$ cat config.mk
export PLATFORM = sky130hd
export DESIGN_NAME = pc_sequencer
export DESIGN_NICKNAME = d
export VERILOG_FILES = /design/src/rtl/pc_sequencer.sv
export SDC_FILE = /design/constraint.sdc
export NUM_CORES = 1
export LEC_CHECK = 0
export CAP_MARGIN = 20
export CORE_ASPECT_RATIO = 0.6
export CORE_UTILIZATION = 48
export CTS_CLUSTER_DIAMETER = 40
export DETAILED_ROUTE_END_ITERATION = 7
export PLACE_DENSITY = 0.82
export SKIP_LAST_GASP = 1
export SYNTH_ARGS = -nofsm -noshare
export SYNTH_HDL_FRONTEND = slang
export SYNTH_SLANG_ARGS = --single-unit
$ cat constraint.sdc
create_clock -name clk -period 4.7 [get_ports clk]
set_input_delay 0.705 -clock clk [delete_from_list [all_inputs] [get_ports clk]]
set_output_delay 0.705 -clock clk [all_outputs]
set_load 0.05 [all_outputs]
$ cat src/rtl/pc_sequencer.sv
// Program-counter sequencer for the single-cycle MIPS datapath: next-PC selection,
// syscall halt/resume FSM and saturating run-statistics counters.
module pc_sequencer #(
  parameter logic [31:0] RESET_PC  = 32'h0000_0000,
  parameter int unsigned CNT_WIDTH = 32,
  parameter logic [31:0] HALT_CODE = 32'd10
) (
  input  logic                 clk,
  input  logic                 rst_n,
  input  logic                 beq,
  input  logic                 bne,
  input  logic                 bgez,
  input  logic                 jmp,
  input  logic                 jr,
  input  logic                 jal,
  input  logic                 syscall,
  input  logic                 alu_equal,
  input  logic [31:0]          rs_data,
  input  logic [31:0]          v0_data,
  input  logic [15:0]          imm16,
  input  logic [25:0]          instr_index,
  input  logic                 go,
  output logic [31:0]          pc,
  output logic [31:0]          pc_plus4,
  output logic                 halted,
  output logic [CNT_WIDTH-1:0] cycle_cnt,
  output logic [CNT_WIDTH-1:0] jump_cnt,
  output logic [CNT_WIDTH-1:0] branch_cnt
);

  typedef enum logic {
    S_RUN  = 1'b0,
    S_HALT = 1'b1
  } state_e;

  localparam logic [CNT_WIDTH-1:0] CNT_ONE = CNT_WIDTH'(1);

  state_e               state_q;
  logic [31:0]          pc_q;
  logic                 go_q;
  logic [CNT_WIDTH-1:0] cycle_cnt_q;
  logic [CNT_WIDTH-1:0] jump_cnt_q;
  logic [CNT_WIDTH-1:0] branch_cnt_q;

  logic [31:0] br_target;
  logic [31:0] j_target;
  logic [31:0] pc_d;
  logic        take_br;
  logic        go_rise;
  logic        halt_req;

  // JAL only differs from J in the link write, which lives outside this block.
  logic unused_jal;
  assign unused_jal = jal;

  function automatic logic [CNT_WIDTH-1:0] sat_inc(input logic [CNT_WIDTH-1:0] v);
    return (&v) ? v : v + CNT_ONE;
  endfunction

  assign pc_plus4  = pc_q + 32'd4;
  assign br_target = pc_plus4 + {{14{imm16[15]}}, imm16, 2'b00};
  assign j_target  = {pc_plus4[31:28], instr_index, 2'b00};
  assign take_br   = (beq & alu_equal) | (bne & ~alu_equal) | (bgez & ~rs_data[31]);
  assign go_rise   = go & ~go_q;
  assign halt_req  = syscall & (v0_data == HALT_CODE);

  // NOTE: every output-side signal here is a continuous assign, so no path
  // through this logic can leave a variable unassigned and infer a latch.
  assign pc_d = jr      ? rs_data   :
                jmp     ? j_target  :
                take_br ? br_target :
                          pc_plus4;

  // NOTE: sequential state uses non-blocking assignments only, so every
  // register samples the pre-edge values regardless of statement order.
  always_ff @(posedge clk or negedge rst_n) begin
    if (!rst_n) begin
      state_q      <= S_RUN;
      pc_q         <= RESET_PC;
      go_q         <= 1'b0;
      cycle_cnt_q  <= '0;
      jump_cnt_q   <= '0;
      branch_cnt_q <= '0;
    end else begin
      go_q <= go;
      unique case (state_q)
        S_RUN: begin
          cycle_cnt_q <= sat_inc(cycle_cnt_q);
          if (jmp)          jump_cnt_q   <= sat_inc(jump_cnt_q);
          else if (take_br) branch_cnt_q <= sat_inc(branch_cnt_q);
          // The halting syscall keeps its own address in pc until resume.
          if (halt_req) state_q <= S_HALT;
          else          pc_q    <= pc_d;
        end
        S_HALT: begin
          if (go_rise) begin
            state_q <= S_RUN;
            pc_q    <= pc_plus4;
          end
        end
        default: state_q <= S_RUN;
      endcase
    end
  end

  assign pc         = pc_q;
  assign halted     = (state_q == S_HALT);
  assign cycle_cnt  = cycle_cnt_q;
  assign jump_cnt   = jump_cnt_q;
  assign branch_cnt = branch_cnt_q;

endmodule

==> results of run 1 <==
-- cells in the final DEF, fill, tap and decap left out, types with 13 or more instances in the layout --
master | netlist | final
and3_1 | 22 | 22
nor3_1 | 23 | 23
and4_1 | 13 | 13
nand4_1 | 38 | 38
a21o_1 | 20 | 20
clkdlybuf4s50_1 | 0 | 275
ha_1 | 40 | 40
nand3_1 | 59 | 59
o22ai_1 | 16 | 16
clkbuf_16 | 0 | 17
xnor2_1 | 98 | 97
a21oi_1 | 48 | 48
nand2_1 | 91 | 91
inv_1 | 25 | 25
a31oi_1 | 13 | 13
o21ai_0 | 32 | 32
buf_4 | 2 | 17
xor2_1 | 45 | 45
dfrtp_1 | 130 | 130
nor2_1 | 95 | 95
-- power by group through the flow --
stage / Clock, mW / Combinational (mW) / Sequential (mW)
after floorplan: 0 / 0.841 / 1.68
after global placement: 0 / 1.77 / 1.37
after detailed placement: 0 / 1.79 / 1.38
after CTS: 1.32 / 1.80 / 1.36
after global routing: 1.37 / 1.92 / 1.38
final: 1.30 / 1.82 / 1.37
-- kinds of logic (layout without fill, tap and decap cells) --
| group | Yosys count | count (layout) | share of synthesized area |
|---|---|---|---|
| buf+inv | 59 | 351 | 0.0272 |
| fa+ha+maj | 41 | 41 | 0.0593 |
| compound gates | 219 | 219 | 0.168 |
| xor+xnor | 143 | 143 | 0.143 |
| simple gates | 391 | 391 | 0.227 |
| mux | 4 | 4 | 0.00485 |
| flops | 130 | 130 | 0.371 |
-- cell type report --
| cell class | instances | area (um^2) | area share |
|---|---|---|---|
| multi-input combinational | 798 | 5290 | 0.427 |
| sequential | 130 | 3250 | 0.263 |
| timing repair buffer | 292 | 2880 | 0.232 |
| clock buffer | 17 | 425 | 0.0343 |
| tap | 234 | 293 | 0.0236 |
| clock inverter | 15 | 143 | 0.0115 |
| inverter | 27 | 101 | 0.00818 |
-- cell usage after synthesis, types with 4 or more instances --
| cell | n |
|---|---|
| dfrtp_1 | 130 |
| xnor2_1 | 98 |
| nor2_1 | 95 |
| nand2_1 | 91 |
| nand3_1 | 59 |
| a21oi_1 | 48 |
| xor2_1 | 45 |
| ha_1 | 40 |
| nand4_1 | 38 |
| o21ai_0 | 32 |
| inv_1 | 25 |
| nor3_1 | 23 |
| and3_1 | 22 |
| clkbuf_1 | 21 |
| a21o_1 | 20 |
| o22ai_1 | 16 |
| a31oi_1 | 13 |
| and4_1 | 13 |
| a211oi_1 | 11 |
| o21a_1 | 11 |
| o21ai_1 | 11 |
| buf_2 | 8 |
| o221ai_1 | 8 |
| nor4_1 | 7 |
| o211ai_1 | 6 |
| a221oi_1 | 5 |
| and2_1 | 5 |
| nand2b_1 | 5 |
| o22a_1 | 4 |
| o31ai_1 | 4 |
| or2_2 | 4 |
-- state kept, by name, indices dropped and copies added (netlist names) --
name / flops
branch_cnt: 32
pc: 32
jump_cnt: 32
go_q: 1
cycle_cnt: 32
halted: 1
-- routing by layer --
metal,track usage,part of all wire,vias up
li1,-,-,4153
met1,0.494,0.45,4283
met2,0.473,0.42,519
met3,0.0933,0.12,36
met4,0.0573,0.011,0
met5,0,0,-
-- stage by stage --
stage / total power [mW] / cell area [um^2] / std cells / setup slack [ns]
after floorplan: 2.52 / 8790 / 987 / 0.150
after global placement: 3.15 / 11800 / 1481 / 0.589
after detailed placement: 3.17 / 11800 / 1481 / 0.530
after CTS: 4.48 / 12400 / 1513 / 0.502
after global routing: 4.68 / 12400 / 1513 / 0.249
final: 4.49 / 12400 / 1513 / 0.395
-- path summary, 6_finish.rpt --
kind,from,endpoint,slack (ns),cells past startpoint
worst max-delay path,pc[4],pc_plus4[23],0.39,7
worst min-delay path,rst_n,jump_cnt[19],0.42,1
worst max register to register,pc[4],pc[28],0.42,15
worst min register to register,jump_cnt[9],jump_cnt[9],0.49,1
max in group asynchronous,rst_n,branch_cnt[24],3.25,2
min in group clk,jump_cnt[9],jump_cnt[9],0.49,1
==> out/qor.csv, run 1 <==
metric;value;unit
status;completed;
CTS tree;built;
Clk pwr share;0.291;
Netlist cell types;77;
top cells by area, synth;dfrtp_1 37%, xnor2_1 9.8%, ha_1 5.7%;
filler instances;1396;
pwr dens;362;nW/um^2
CP peak stage delay;0.91;ns
Leakage Power;5.22;nW
combinational group share of total power;0.405;
ys flop type;dfrtp_1;
worst hold path type;in2async;
Synth Register Bits;130;
WP data required;3.99;ns
Yosys top cell by area;dfrtp_1;
RePlAce Congestion;0.981;
Flop pwr share;0.305;
number of gates resized after cts;0;
hold_buf cts;0;
Final min period;4.31;ns
Final Max Slew Viols;0;
clock buffer depth;2;
Remaining DRCs;0;
Vias;8991;
antenna viol nets, final;0;
sw power;1.89;mW
total track usage;0.330;
worst-skew pair later-pin latency;0.42;ns
hpwl dp;23.2;mm
CP cell instances;nand4_1, nor3_2, nand4_1, nor2_1, nand3_1, xnor2_1, clkdlybuf4s50_1;
area grow syn2layout;41.1;%
Die Span Y;107;um
number of port buffers;276;
clock buffer count from CTS;17;
Via density;5.94;
Worst-Margin Slew;0.954;ns
# Max-Cap Violations;0;
initial antenna violation count;0;
CP max FO;9;
NumNets Final;1424;
Post-synth EDFFs;0;
CTS clock-pin slew for the worst setup and hold paths;0.07;ns
WL/cell;20.3;um
Slowest cell on crit path;clkdlybuf4s50_1;
CP top delay family;simple AND/OR/NAND/NOR gates;
unrepaired setup endpoints after global routing;no;
first-pass GRT wire length;47.7;mm
die area;18900;um^2
Gate Count Post-Synth;987;
Die Span X;177;um
Worst Skew;0.0103;ns
core box area;17500;um^2
Sink Count;130;
Initial Util;0.502;
IO Count;278;
FMAX;232;MHz
syn_area_per_cell;8.89;um^2
num rows;37;
antenna cell count;0;
Starting DRT DRC Count;892;
Final Hold Fails;0;
Syn. warnings;0;
Rel. slew slack;0.363;
Net Count, Synth;1145;
final wirelength;30.7;mm
switch share;0.422;
TNS Setup;0;ns
GR Overflow Total;0;
CTS H-tree lvls;4;
Util after Layout;0.708;
register area share after synthesis;0.371;
Crit. End Element;output pin;
Buf/Inv on CP;1;
cell mode on critical path;nand4_1;
Int Pwr;2.59;mW
share of cells above drive strength 1;0.0641;
vias in the first global route;8505;
Critical Path AT;3.60;ns
clk root buf;clkbuf_16;
Max rail drop VDD;262;uV
Setup Buffers After CTS;0;
type of origin of the critical path;flip-flop;
Min Hold Slack;0.420;ns
largest net degree at the start of global routing;71;
Syn Std Cell Area;8780;um^2
Setup CP Type;reg2out;
Pre-antenna DRT Iters;5;
asr flop ratio synth;1.00;
final setup fails;0;
fin crit share;0.916;
Synth top area share;0.371;
No activity file was read; power rests on OpenSTA's default activity.
==> inputs of run 2 (changes only) <==
--- a/config.mk
+++ b/config.mk
@@ -5,12 +5,13 @@
 export SDC_FILE = /design/constraint.sdc
 export NUM_CORES = 1
 export LEC_CHECK = 0
+export ABC_AREA = 1
 export CAP_MARGIN = 20
 export CORE_ASPECT_RATIO = 0.6
-export CORE_UTILIZATION = 48
+export CORE_UTILIZATION = 51
 export CTS_CLUSTER_DIAMETER = 40
 export DETAILED_ROUTE_END_ITERATION = 7
-export PLACE_DENSITY = 0.82
+export PLACE_DENSITY = 0.83
 export SKIP_LAST_GASP = 1
 export SYNTH_ARGS = -nofsm -noshare
 export SYNTH_HDL_FRONTEND = slang
==> out/qor.csv, run 2 <==
metric;value;unit
hpwl dp;31.8;mm
GR Overflow Total;0;
Pre-antenna DRT Iters;6;
IO Count;278;
first-pass GRT wire length;62.5;mm
Via density;5.57;
antenna cell count;0;
syn_area_per_cell;6.51;um^2
Synth top area share;0.302;
TNS Setup;0;ns
clk root buf;clkbuf_16;
ys flop type;dfrtp_1;
Syn. warnings;0;
CTS tree;built;
Int Pwr;3.55;mW
CP cell instances;ha_1, nand3_1, inv_1, nand2_1, nor2_2, nand3_1, xor2_1, inv_1, ha_1, nand2_1, nor2_1, nand2_1, nor2_1, nand2_1, nand3_1, nand2_1, nand3_1, nand2_1, nand2_1, nand2_1, nand2_1, nand2_1;
CP peak stage delay;0.49;ns
switch share;0.515;
Final Non-Filler Cells;2210;
Gate Count Post-Synth;1655;
number of port buffers;276;
final wirelength;40.2;mm
Post-synth EDFFs;0;
combinational group share of total power;0.585;
Clk pwr share;0.187;
asr flop ratio synth;1.00;
placed cell area;13800;um^2
Net Count, Synth;1813;
pwr dens;509;nW/um^2
fin area;14400;um^2
CP max FO;6;
Rel. slew slack;0.300;
Synth Register Bits;130;
register area share after synthesis;0.302;
Slowest cell on crit path;dfrtp_1;
Critical Path AT;4.15;ns
die area;21700;um^2
cell mode on critical path;nand2_1;
status;completed;
clock buffer count from CTS;17;
antenna viol nets, final;0;
sw power;3.78;mW
Sink Count;130;
# Max-Cap Violations;0;
initial antenna violation count;0;
Die Span X;190;um
final setup fails;0;
WP data required;5.01;ns
Worst Skew;0.00713;ns
Max rail drop VDD;377;uV
share of cells above drive strength 1;0.0490;
hold_buf cts;0;
core box area;20400;um^2
Worst-Margin Slew;1.05;ns
Initial Util;0.529;
worst hold path type;in2async;
Netlist cell types;50;
vias in the first global route;11300;
total track usage;0.374;
RePlAce Congestion;1.04;
Remaining DRCs;0;
largest net degree at the start of global routing;75;
Yosys top cell by area;dfrtp_1;
Leakage Power;6.92;nW
CP top delay family;simple AND/OR/NAND/NOR gates;
area grow syn2layout;33.6;%
list of most frequent post-synthesis cells;543 x nand2_1, 206 x inv_1, 168 x nor2_1;
commonest non-fill, non-tap cell in the layout;nand2_1;
unrepaired setup endpoints after global routing;no;
type of origin of the critical path;flip-flop;
Buf/Inv on CP;2;
Crit. End Element;flip-flop;
clock buffer depth;2;
num rows;40;
number of gates resized after cts;0;
NumNets Final;2085;
Starting DRT DRC Count;1277;
Flop pwr share;0.228;
Final Hold Fails;0;
FMAX;261;MHz
worst slack, placed;0.960;ns
Final WS setup;0.864;ns
top cells by area, synth;dfrtp_1 30%, nand2_1 19%, inv_1 7.2%;
CTS H-tree lvls;4;
commonest cells after routing, fill and taps aside;543 x nand2_1, 275 x clkdlybuf4s50_1, 206 x inv_1;
Die Span Y;115;um
CTS clock-pin slew for the worst setup and hold paths;0.06;ns
Setup CP Type;reg2reg;
Final Max Slew Viols;0;
Syn Std Cell Area;10800;um^2
worst-skew pair later-pin latency;0.42;ns
Final min period;3.84;ns
most frequent cell after synthesis;nand2_1;
WL/cell;18.2;um
Setup Buffers After CTS;0;
Placed Cells incl. Taps;2181;
Vias;12300;
fin crit share;0.816;
-- run 2: worst paths after layout --
path	from	to	slack, ns	cells after the start
max in group asynchronous	rst_n	pc[8]	3.25	2
min	rst_n	cycle_cnt[29]	0.42	1
max reg2reg	pc[2]	pc[25]	0.86	22
min reg2reg	branch_cnt[16]	branch_cnt[16]	0.49	1
min in group clk	branch_cnt[16]	branch_cnt[16]	0.49	1
max	pc[2]	pc[25]	0.86	22
-- run 2: final cells by class --
class                           instances  area, um^2
Tap cell                              273         342
Sequential cell                       130        3250
Timing Repair Buffer                  285        2830
Clock buffer                           24         502
Multi-Input combinational cell       1281        6580
Clock inverter                          5         100
Inverter                              212         798
Fill cell                            1734        5970
-- run 2: logic make-up after synthesis --
group | synth area share
AOI/OAI and AO/OA | 0.0815
buffers and inverters | 0.0886
xor gates and xnor gates | 0.0902
adders and majority gates | 0.0483
DFF | 0.302
and+or+nand+nor | 0.390
-- run 2: stage by stage --
stage | total power [mW] | util | hold WS, ns
after floorplan | 4.39 | - | 0.409
after global placement | 5.80 | 0.677 | 0.482
after detailed placement | 5.85 | 0.677 | 0.483
after CTS | 7.23 | 0.707 | 0.467
after global routing | 7.72 | 0.707 | 0.518
final | 7.32 | 0.707 | 0.424
-- run 2: power by group through the flow --
stage / sequential, mW / combinational [mW] / clock (mW)
after global placement: 1.66 / 4.14 / 0
after CTS: 1.65 / 4.21 / 1.38
final: 1.67 / 4.28 / 1.37
after detailed placement: 1.66 / 4.19 / 0
after floorplan: 2.27 / 2.13 / 0
after global routing: 1.69 / 4.60 / 1.43
-- run 2: layer usage --
metal	GRT usage	up-vias	part of all wire
met2	0.526	716	0.40
met5	0	-	0
met3	0.119	63	0.13
met1	0.553	5691	0.45
met4	0.0812	0	0.016
li1	-	5836	-
==> patch 1: new RTL, config.mk and constraints of run 1 <==
Register the output `pc_plus4`, cleared by the reset; this adds one clock of latency there. The other outputs are not delayed to match.
--- a/src/rtl/pc_sequencer.sv
+++ b/src/rtl/pc_sequencer.sv
@@ -37,2 +37,4 @@
 
+  logic [31:0] pc_plus4_d;
+
   state_e               state_q;
@@ -59,5 +61,5 @@
 
-  assign pc_plus4  = pc_q + 32'd4;
-  assign br_target = pc_plus4 + {{14{imm16[15]}}, imm16, 2'b00};
-  assign j_target  = {pc_plus4[31:28], instr_index, 2'b00};
+  assign pc_plus4_d = pc_q + 32'd4;
+  assign br_target = pc_plus4_d + {{14{imm16[15]}}, imm16, 2'b00};
+  assign j_target  = {pc_plus4_d[31:28], instr_index, 2'b00};
   assign take_br   = (beq & alu_equal) | (bne & ~alu_equal) | (bgez & ~rs_data[31]);
@@ -71,3 +73,3 @@
                 take_br ? br_target :
-                          pc_plus4;
+                          pc_plus4_d;
 
@@ -97,3 +99,3 @@
             state_q <= S_RUN;
-            pc_q    <= pc_plus4;
+            pc_q    <= pc_plus4_d;
           end
@@ -111,2 +113,10 @@
 
+  always_ff @(posedge clk or negedge rst_n) begin
+    if (!rst_n) begin
+      pc_plus4 <= '0;
+    end else begin
+      pc_plus4 <= pc_plus4_d;
+    end
+  end
+
 endmodule
Function: changed (Yosys sat finds a counterexample within 4 cycles, from zero or initial values and one cycle with rst_n low).
==> patch 1 against run 1 <==
Global-route usage down 1.2 points; sequential cell count up 32; first-iteration DRC count down 4.0%; routed wire length up 4.5%; power up 8.9%; largest power group unchanged; setup slack better by 37 ps; non-clock buffer count up 2; area after synthesis up 9.7%; worst hold slack worse by 120 ps; design area up 6.8%.
==> patch 1: results (changes against run 1) <==
- Reg2reg start: pc[2]$_DFFE_PN0P_
- Repair and plain buffers: 294 (+0.68%)
- Initial antenna violation count: 0 (unchanged)
- Pre-Repair DR Iteration Count: 5 (unchanged)
- Fraction of area in multi-input gates: 39.9% (-2.8 points)
- Adder-cell area share of the yosys netlist: 5.40% (-0.53 points)
- Worst VDD drop: 0.274 mV (+4.6%)
- Outcome: finished, final reports clean
- Final worst path period share: 90.8% (-0.79 points)
- Final HPWL DP: 24.3 mm (+4.9%)
- First-pass GRT wire length: 50.1 mm (+4.9%)
- Initial DRC count: 856 (-4.0%)
- CTS clk-pin slew, worst paths: 70 ps (about the same)
- Via count: 9247 (+2.8%)
- DR WL/cell: 20.2 um (-0.72%)
- ClkCell Share: 4.08% (-0.50 points)
- Synth Area in Compound Gates: 15.6% (-1.2 points)
- Post-synthesis cell type count: 74 (-3.9%)
- Place WS: 431 ps (-98.9 ps)
- Synth Register Bits: 162 (+25%)
- Crit path kind: reg -> reg
- Filler cell count in the final layout: 1520 (+8.9%)
- Async SR Flop Fraction: 100% (unchanged)
- Commonest cells post-synth: 162 x dfrtp_1, 113 x nand2_1, 99 x xnor2_1
- Signal buf overhead: 21.9% (-1.3 points)
- Row count: 39 (+5.4%)
- Ranking of synthesized cells by area: dfrtp_1 42%, xnor2_1 9.0%, ha_1 5.2%
- Synthesis warning total: 0 (unchanged)
- Seq/Total Area, Yosys: 42.1% (+5.0 points)
- Crit path arrival time: 4580 ps (+980 ps)
- Proportion of synthesized area in mux cells: 1.10% (+0.62 points)
- Worst rel slew slack: 19.9% (-16 points)
- Largest net degree at the start of global routing: 83 (+17%)
- Crit Path Max Fanout: 9 (unchanged)
- GRT Resource Usage Total: 31.8% (-1.2 points)
- Vias in the first global route: 8897 (+4.6%)
- Post-Syn Nets: 1198 (+4.6%)
- Inst Count DP: 1561 (+5.4%)
- Fraction of area in registers: 30.6% (+4.4 points)
- Share of layout cells above drive strength 1: 5.51% (-0.91 points)
- Clkbuf count: 20 (+3)
- Worst Setup EP: pc[31]$_DFFE_PN0P_
- Final Non-Filler Cells: 1592 (+5.2%)
- XOR/XNOR Fraction of Synth Area: 12.8% (-1.4 points)
- Clk_lat worst skew: 440 ps (+20 ps)
- GPL Wtd Cong: 0.967 (-1.4%)
- Post-Syn Instances: 1040 (+5.4%)
- Final #Nets: 1472 (+3.4%)
- Non-clock inverter count: 34 (+26%)
- Max Clock Skew: 9.38 ps (-0.927 ps)
- Hold slack: 302 ps (-118 ps)
- P_leak: 5.64 nW (+8.0%)
- Multi-input logic area: 0.00528 mm^2 (-0.21%)
- Multi-input gates: 805 (+0.88%)
[patch 1: worst max-delay path, stage by stage, from the launching register on]
cell      delay, ps
dfrtp_1         520
ha_1            340
and4_1          380
nand2_1         130
nor3_1          280
xnor2_1         270
ha_1            410
a21oi_1         230
o21ai_0         180
o21ai_0         260
nand4_1         120
a21o_1          220
a211oi_1        280
xnor2_1         200
mux2i_1         210
a21oi_1          80
[patch 1: routing by layer]
| metal | up-vias | global-route usage [%] | part of all wire, % |
|---|---|---|---|
| met5 | - | 0 | 0 |
| met4 | 0 | 8.60 | 1.7 |
| met3 | 46 | 9.22 | 9.8 |
| met2 | 466 | 45.4 | 42 |
| met1 | 4481 | 46.6 | 46 |
| li1 | 4254 | - | - |
[patch 1: where the power goes]
part	internal, mW	leakage [nW]	total (mW)	switching [mW]
Clock	0.730	0.261	1.32	0.590
Combinational	0.684	3.31	1.85	1.17
Sequential	1.54	2.06	1.71	0.175
Total	2.95	5.64	4.89	1.94
==> patch 2: new RTL, flow settings as in run 1 <==
Without the edit above. Set the parameter `CNT_WIDTH` to 16 (it was 32).
--- a/src/rtl/pc_sequencer.sv
+++ b/src/rtl/pc_sequencer.sv
@@ -4,3 +4,3 @@
   parameter logic [31:0] RESET_PC  = 32'h0000_0000,
-  parameter int unsigned CNT_WIDTH = 32,
+  parameter int unsigned CNT_WIDTH = 16,
   parameter logic [31:0] HALT_CODE = 32'd10
Ports: changed (resized branch_cnt, cycle_cnt and jump_cnt); port bits go from 278 to 230. The function was not compared with the original's and may differ.
==> patch 2 against run 1 <==
The run now ends with DRC left; design area shrank 24%; sequential power shrank 32%; clock power decreased by 44%; setup slack lost 88 ps; area after synthesis decreased by 25%; fmax down 2.0%; count of clock-buffer cells in the layout down 8; power fell by 26%; combinational power shrank 9%; routed wire length fell by 20%; sequential cell count down 48; clock skew is 1.3 ps higher; critical endpoint is now pc_plus4[26].
==> patch 2: results (changes against run 1) <==
- Outcome: complete, but fails checks
- Failing checks: DRC
- Seq cells: 82 (-37%)
- Worst VDD drop: 0.325 mV (+24%)
- Share of layout cells above drive strength 1: 5.39% (-1.0 points)
- Internal power: 1.81 mW (-30%)
- Fraction of area in multi-input gates: 45.7% (+3.0 points)
- Pre-Repair DR Iteration Count: 8 (+3)
- Adder-cell area share of the yosys netlist: 7.76% (+1.8 points)
- Met3 WL: 3.21 mm (-14%)
- Worst-Margin Slew: 1150 ps (+195 ps)
- Wl on met1: 10.8 mm (-22%)
- Met2 Use GR: 50.8% (+3.5 points)
- Sequential power share: 27.9% (-2.6 points)
- Clk_lat worst skew: 360 ps (-60 ps)
- Seq/Total Area, Yosys: 31.3% (-5.7 points)
- Final #Nets: 1172 (-18%)
- P_leak: 3.92 nW (-25%)
- Ranking of synthesized cells by area: dfrtp_1 31%, xnor2_1 9.1%, ha_1 7.5%
- Clock network power share: 21.9% (-7.2 points)
- First-pass GRT wire length: 38.1 mm (-20%)
- XOR/XNOR Fraction of Synth Area: 13.0% (-1.3 points)
- Final HPWL DP: 18.6 mm (-20%)
- Die Width: 153 um (-13%)
- I/O Buffers: 228 (-17%)
- Place WS: 405 ps (-125 ps)
- Met1 usage: 49.9% (+0.50 points)
- Commonest cells post-synth: 87 x nand2_1, 82 x dfrtp_1, 68 x xnor2_1
- Filler cell count in the final layout: 1039 (-26%)
- H-tree depth: 3 (-1)
- Post-Syn Nets: 942 (-18%)
- FF/Latch Area: 0.00205 mm^2 (-37%)
- DRC viols: 12 (+12)
- GRT Resource Usage Total: 35.1% (+2.1 points)
- Crit Path Max Fanout: 8 (-1)
- DR WL/cell: 20.6 um (+1.2%)
- Area of placed instances: 0.00911 mm^2 (-23%)
- ClkCell Share: 3.10% (-1.5 points)
- Post-route ant nets: 0 (unchanged)
- Post-synthesis cell type count: 62 (-19%)
- Max Clock Skew: 11.6 ps (+1.26 ps)
- Initial DRC count: 847 (-5.0%)
- Synth Area in Compound Gates: 22.1% (+5.3 points)
- Proportion of synthesized area in mux cells: 1.91% (+1.4 points)
- PwrDens: 353 mW/mm^2 (-2.6%)
- GPL Wtd Cong: 0.978 (-0.23%)
- Clkbuf count: 9 (-8)
- Met2 Wirelength: 10.1 mm (-22%)
- Non-clock inverter count: 29 (+7.4%)
- Via count: 7256 (-19%)
- Multi-input gates: 644 (-19%)
- Largest net degree at the start of global routing: 49 (-31%)
- Syn_area_per_cell: 8.34 um^2 (-6.2%)
- Repair and plain buffers: 249 (-15%)
- Layout Utilization: 72.1% (+1.3 points)
- Synth Flop Type: dfrtp_1
==> patch 2: critical path, delay by kind of cell, from the launching register on <==
family	cells	cell delay, ps
xor gates and xnor gates	1	380
buffers and inverters	1	910
and+or+nand+nor	5	1300
adders and majority gates	1	240
DFF	1	500
==> patch 2: final timing paths <==
check                                          start                   endpoint  slack [ps]  cells past startpoint
setup reg to reg                   pc[2]$_DFFE_PN0P_         pc[31]$_DFFE_PN0P_         330                     17
hold reg to reg            cycle_cnt[10]$_DFFE_PN0P_  cycle_cnt[10]$_DFFE_PN0P_         500                      1
setup / recovery                   pc[2]$_DFFE_PN0P_               pc_plus4[26]         310                      8
hold / removal                                 rst_n   cycle_cnt[1]$_DFFE_PN0P_         310                      1
max in group asynchronous                      rst_n  cycle_cnt[15]$_DFFE_PN0P_        3320                      2
min in group clk           cycle_cnt[10]$_DFFE_PN0P_  cycle_cnt[10]$_DFFE_PN0P_         500                      1
